===== config.mk =====
export PLATFORM = sky130hd
export DESIGN_NAME = ahb_bram_ctrl
export DESIGN_NICKNAME = d
export VERILOG_FILES = /design/src/rtl/ahb_bram_ctrl.sv
export SDC_FILE = /design/constraint.sdc
export NUM_CORES = 1
export LEC_CHECK = 0
export ABC_AREA = 1
export BUFFER_PORTS_ARGS = -buffer_cell sky130_fd_sc_hd__buf_2
export CORE_AREA = 2 2 80 82
export CTS_BUF_LIST = sky130_fd_sc_hd__clkbuf_4 sky130_fd_sc_hd__clkbuf_8 sky130_fd_sc_hd__clkbuf_16
export CTS_CLUSTER_SIZE = 25
export DETAILED_ROUTE_END_ITERATION = 16
export DIE_AREA = 0 0 82 84
export MAX_ROUTING_LAYER = met4
export PLACE_DENSITY = 0.72
export REMOVE_ABC_BUFFERS = 1
export SYNTH_ARGS = -nofsm -noshare
export SYNTH_HDL_FRONTEND = slang
export SYNTH_SLANG_ARGS = --single-unit

===== constraint.sdc =====
create_clock -name HCLK -period 1 [get_ports HCLK]
set_input_delay 0.05 -clock HCLK [delete_from_list [all_inputs] [get_ports HCLK]]
set_output_delay 0.05 -clock HCLK [all_outputs]
set_load 0.1 [all_outputs]

===== src/rtl/ahb_bram_ctrl.sv =====
// AHB-Lite slave front end for the on-chip 32-bit block RAM: zero-wait reads/writes,
// two-cycle ERROR response for misaligned, oversize or write-protected transfers.
module ahb_bram_ctrl #(
   parameter int ADDR_WIDTH = 14
) (
   input  logic                  HCLK,
   input  logic                  HRESET,
   input  logic                  HSEL,
   input  logic [31:0]           HADDR,
   input  logic [1:0]            HTRANS,
   input  logic [2:0]            HSIZE,
   input  logic                  HWRITE,
   input  logic                  HREADY,
   input  logic [31:0]           HWDATA,
   input  logic                  WPROT,
   output logic                  HREADYOUT,
   output logic                  HRESP,
   output logic [31:0]           HRDATA,
   output logic [ADDR_WIDTH-1:0] BRAM_ADDRA,
   output logic [31:0]           BRAM_DINA,
   output logic [3:0]            BRAM_WEA,
   output logic [ADDR_WIDTH-1:0] BRAM_ADDRB,
   input  logic [31:0]           BRAM_DOUTB
);

   // state   | meaning
   // IDLE_OK | OKAY response, ready; legal data phase (if any) in progress
   // ERR1    | first ERROR cycle, HREADYOUT low
   // ERR2    | second ERROR cycle, HREADYOUT high; next address phase sampled
   typedef enum logic [1:0] {IDLE_OK, ERR1, ERR2} state_t;

   state_t                state;
   logic                  accept;
   logic                  illegal;
   logic [3:0]            mask_d;
   logic [ADDR_WIDTH-1:0] addr_q;
   logic [3:0]            mask_q;
   logic                  wr_q;
   logic                  rd_q;
   logic                  unused_ok;

   assign unused_ok = ^{HADDR[31:ADDR_WIDTH+2], HTRANS[0]};

   // ERR1 drives HREADY low on the bus; gating here keeps a misbehaving master out too
   assign accept = HSEL & HTRANS[1] & HREADY & (state != ERR1);

   assign illegal = (HSIZE > 3'd2)
                  | ((HSIZE == 3'd1) & HADDR[0])
                  | ((HSIZE == 3'd2) & (HADDR[1:0] != 2'b00))
                  | (HWRITE & WPROT);

   always_comb begin
      mask_d = 4'b1111;
      case (HSIZE)
         3'd0:    mask_d = 4'b0001 << HADDR[1:0];
         3'd1:    mask_d = HADDR[1] ? 4'b1100 : 4'b0011;
         default: mask_d = 4'b1111;
      endcase
   end

   always_ff @(posedge HCLK or posedge HRESET) begin
      if (HRESET) begin
         state     <= IDLE_OK;
         HREADYOUT <= 1'b1;
         HRESP     <= 1'b0;
         addr_q    <= '0;
         mask_q    <= '0;
         wr_q      <= 1'b0;
         rd_q      <= 1'b0;
      end else begin
         wr_q <= accept & ~illegal & HWRITE;
         rd_q <= accept & ~illegal & ~HWRITE;
         if (accept) begin
            addr_q <= HADDR[ADDR_WIDTH+1:2];
            mask_q <= mask_d;
         end
         case (state)
            ERR1: begin
               state     <= ERR2;
               HREADYOUT <= 1'b1;
               HRESP     <= 1'b1;
            end
            default: begin
               if (accept & illegal) begin
                  state     <= ERR1;
                  HREADYOUT <= 1'b0;
                  HRESP     <= 1'b1;
               end else begin
                  state     <= IDLE_OK;
                  HREADYOUT <= 1'b1;
                  HRESP     <= 1'b0;
               end
            end
         endcase
      end
   end

   // wr_q is cleared asynchronously by reset, so a pending write is dropped at once
   assign BRAM_WEA   = (wr_q && state == IDLE_OK) ? mask_q : 4'b0000;
   assign BRAM_ADDRA = addr_q;
   assign BRAM_DINA  = HWDATA;
   assign BRAM_ADDRB = HADDR[ADDR_WIDTH+1:2];
   assign HRDATA     = rd_q ? BRAM_DOUTB : 32'h0;

endmodule


# After elaboration in Yosys (flattened, before gate mapping)
# Index checks and enable logic that the tools add are counted.
[word_totals]
reg_bits = 24
in_bits = 107
output_inout_bits = 98
word_cells = 42
[classes]
magnitude_cmp = 1
eq_ne = 4
n_shift = 1
mux = 10
bitwise_logic = 15
n_reduce_logical = 4
[op_table]
columns = ["operator", "count"]
rows = [
  ["$mux 32", 1],
  ["$and 1x1->1", 10],
  ["$mux 4", 2],
  ["$pmux 4 s2", 1],
  ["$mux 1", 5],
  ["$shl 1x2->4 const A", 1],
  ["$eq 3x1->1 const B", 1],
  ["$eq 3x2->1 const B", 1],
  ["$gt 3x2->1 const B", 1],
  ["$logic_not 3->1", 1],
  ["$or 1x1->1", 3],
  ["$eq 2x1->1 const B", 1],
  ["$logic_not 2->1", 1],
  ["$mux 2", 1],
  ["$ne 2x1->1 const B", 1],
  ["$not 1->1", 2],
  ["$reduce_bool 2->1", 1],
  ["$logic_and 1x1->1", 1],
]

# Depth between registers and ports, before layout
[depth]
depth_word = 8
ltp_mapped = 6

# Least setup slack after synthesis
# OpenSTA, ideal clock, no wires.
[synth_timing]
kind = "register to output"
from = "register state[1]"
to = "output port BRAM_WEA[0]"
t_arrival_ns = 1.816
t_required_ns = 0.950
setup_slack_ns = -0.866
path_stages_with_launch = 4
n_path_buf = 0
cell_sequence = "dfrtp_1 -> inv_2 -> nand3_1 -> nor2_1"
[synth_via]
elab_chain_len = 3
[synth_rtl]
columns = ["item", "line", "rtl"]
rows = [
  ["start, declared", "32", "state_t state;"],
  ["start signal, assigned", "63", "state <= IDLE_OK;"],
  ["start signal, assigned", "79", "state <= ERR2;"],
  ["start signal, assigned", "85", "state <= ERR1;"],
  ["$logic_not 2->1", "99", "assign BRAM_WEA = (wr_q && state == IDLE_OK) ? mask_q : 4'b0000;"],
  ["$logic_and 1x1->1", "99", ""],
  ["$mux 4", "99", ""],
  ["end, declared", "21", "output logic [3:0] BRAM_WEA,"],
]
# No other way between the ends.

# Worst setup path after layout
# Same ends and word-level chain as after synthesis.

==> results.toml <==
[route]
ant_nets = 0
routedWlPerCell_um = 16.8
viasPerCell = 4.32
drt-initial-drc-count = 37
drc_errors = 0
vias = 1751
wl_um = 6800
drt_pre_antenna_iters = 4

[worst_setup_path]
crit_buf_inv = 2
cp_max_fo = 4
slowest_stage = "dfrtp_1"
cp.required_ns = 0.95
cp_top_family = "flip-flops"
cp-end-kind = "output port"
criticalPathCategory = "reg -> out"
crit_arrival_ns = 1.20
cpPeakStageDelay_ns = 0.40
startpoint_type = "flop"
crit_chain = "inv_2 -> nand3_4 -> nor2_4 -> buf_12"

[floorplan]
die_x_um = 82
placementRows = 29
start_util_pct = 26.5
pin_count = 205
core_um2 = 6100
dieArea_um2 = 6890
die_h_um = 84

[timing]
clock.fmax_ghz = 0.797
fin_ws_ns = -0.254
rsz0062_at_grt = "true"
slew_viol_final = 0
hold_ws_ns = -0.000565
setup_violations = 59
finalCritPeriodShare_pct = 125
final.setup_skew_ns = 0.00132
relSlewSlack_pct = 67.4
hold_viol = 1
period_needed_ns = 1.25
worst_pin_slew_ns = 0.493

[power]
power.density_nw_per_um2 = 1240
ir_drop_v = 0.000967
p_leak_nw = 1.75

[grt]
grt.total_usage_pct = 18.6
grt-ovfl-total = 0
gr-max-usage-layer = "met2"
grt_first_pass_wirelength_um = 8960
grtUsageMet2_pct = 31.3
grt_use_met3_pct = 14.8
grt_pass1_vias = 1629
grt_max_degree = 33
antenna_found_initial = 0
grtUsageMet1_pct = 15.9

[synthesis]
syn_area_per_cell_um2 = 6.91
synth-simple-area-share_pct = 26.0
synth_top_cell_area_share_pct = 35.6
synthTopCellsByCount = "nand2_1 (89), buf_4 (47), inv_1 (45)"
synth.most_common_cell = "nand2_1"
synth.mux.area_fraction_pct = 0
synth_edf_count = 0
synth_area_leader_cell = "dfrtp_1"
ys.flop_type = "dfrtp_1"
synth_cell_types = 16
synthTopCellsByArea = "dfrtp_1 (36%), buf_4 (22%), nand2_1 (21%)"
synth-adder-area-share_pct = 0
yosys_warnings = 0
synth_compound_area_share_pct = 2.48
synth-xor-area-share_pct = 0
synth.yosys.seq_area_share_pct = 37.2
netlist_instances = 234
netlist_area_um2 = 1620
ys_ff_latch = 24
synth_top_family_by_area = "buffers and inverters"
synthArstFlopShare_pct = 100

[placed_design]
finalWeightedCongestion = 0.740
dp.cells = 390
post-dp-hpwl_um = 5380
place_area_um2 = 2800
numPortBuffers = 123

[run_status]
failed_checks = "negative hold slack, negative setup slack"
status = "complete, but fails checks"

[final_layout]
drive_gt1_share_pct = 61.6
fin_area_um2 = 3130
synthToLayoutAreaGrowth_pct = 93.3
finish.utilization_pct = 51.3
finish.net_count = 436
antenna_cells = 0
final_cells = 405

[clock_network]
cts_tree = "yes"
path_clk_slew_ns = 0.08
clock-sinks = 24
root_buffer = "clkbuf_8"
clockBufferDepth = 2
worstSkewPairLatency_ns = 0.26
htreeDepth = 1
numCtsBuffers = 3

[min_path]
hp-class = "in -> reg"

[flow_run]
maxCapViolCount = 0
final cells by class:
class                           instances  area, um2
Tap cell                               77       96.3
Inverter                               46        175
Fill cell                             549       2970
Multi-Input combinational cell        113        603
Timing Repair Buffer                  141       1590
Sequential cell                        24        603
Clock buffer                            4       55.1
final timing paths:
check                                      start                          to  slack (ns)  depth (start not counted)
max                           state[1]$_DFF_PP0_                 BRAM_WEA[0]       -0.25                          4
min                                    HADDR[15]  BRAM_ADDRA[13]$_DFFE_PP0P_     -0.0006                          3
max reg2reg                   state[0]$_DFF_PP0_              rd_q$_DFF_PP0_       -0.20                          7
min reg2reg                mask_q[2]$_DFFE_PP0P_       mask_q[2]$_DFFE_PP0P_        0.50                          2
max in group asynchronous                 HRESET         HREADYOUT$_DFF_PP1_        0.34                          4
min in group asynchronous                 HRESET   BRAM_ADDRA[7]$_DFFE_PP0P_        0.37                          4
what timing repair did:
item                                    4_1_cts  5_1_grt
pin swaps                                     4        3
hold buffers                                  5        0
buffers inserted                              2        0
cloned                                        2        2
resized for setup                            52       25
hold endpoints to repair                     27        0
endpoints found under the setup margin       57       60
cells in the final DEF (no fill, tap or decap), types with 6 or more instances in the layout:
cell type	netlist	layout
buf_12	0	53
nand2_4	0	6
inv_1	45	12
nor2_4	0	6
inv_2	1	33
dfrtp_1	23	22
buf_4	47	6
nand2_2	0	10
buf_2	2	71
nand2_1	89	73
worst min-delay path, cell delays in order:
cell and delay [ns]:
buf_2 0.08, nand2_1 0.04, nand2_1 0.06
cell families after synthesis:
logic type,after synthesis
simple gates,104
flops,24
compound gates,8
buf+inv,98
sequential cells by signal, summed over array words and instances, names as in the netlist:
signal      flops
mask_q          4
state           2
HRESP           1
rd_q            1
wr_q            1
BRAM_ADDRA     14
HREADYOUT       1
metal layers:
layer	part of all wire, %	wire (um)
met2	51	3450
met3	20	1340
met4	0.62	42
met1	29	1970
met5	0	0
where the power goes:
group / internal (mW) / total, mW / switching (mW)
clock: 0.351 / 0.657 / 0.306
combinational: 0.642 / 1.99 / 1.35
sequential: 1.11 / 1.24 / 0.130
stage by stage:
step	TNS, ns	setup WS [ns]	hold slack, ns	total power, mW
after floorplan	-23.04	-0.866	0.0639	2.18
after global placement	-1.70	-0.0884	0.101	3.15
after detailed placement	-1.99	-0.111	0.101	3.18
after CTS	-10.93	-0.294	0.00000530	3.90
after global routing	-15.13	-0.314	0.00621	4.05
final	-10.89	-0.254	-0.000565	3.89
Note: power is estimated with default switching activity, not from simulation.
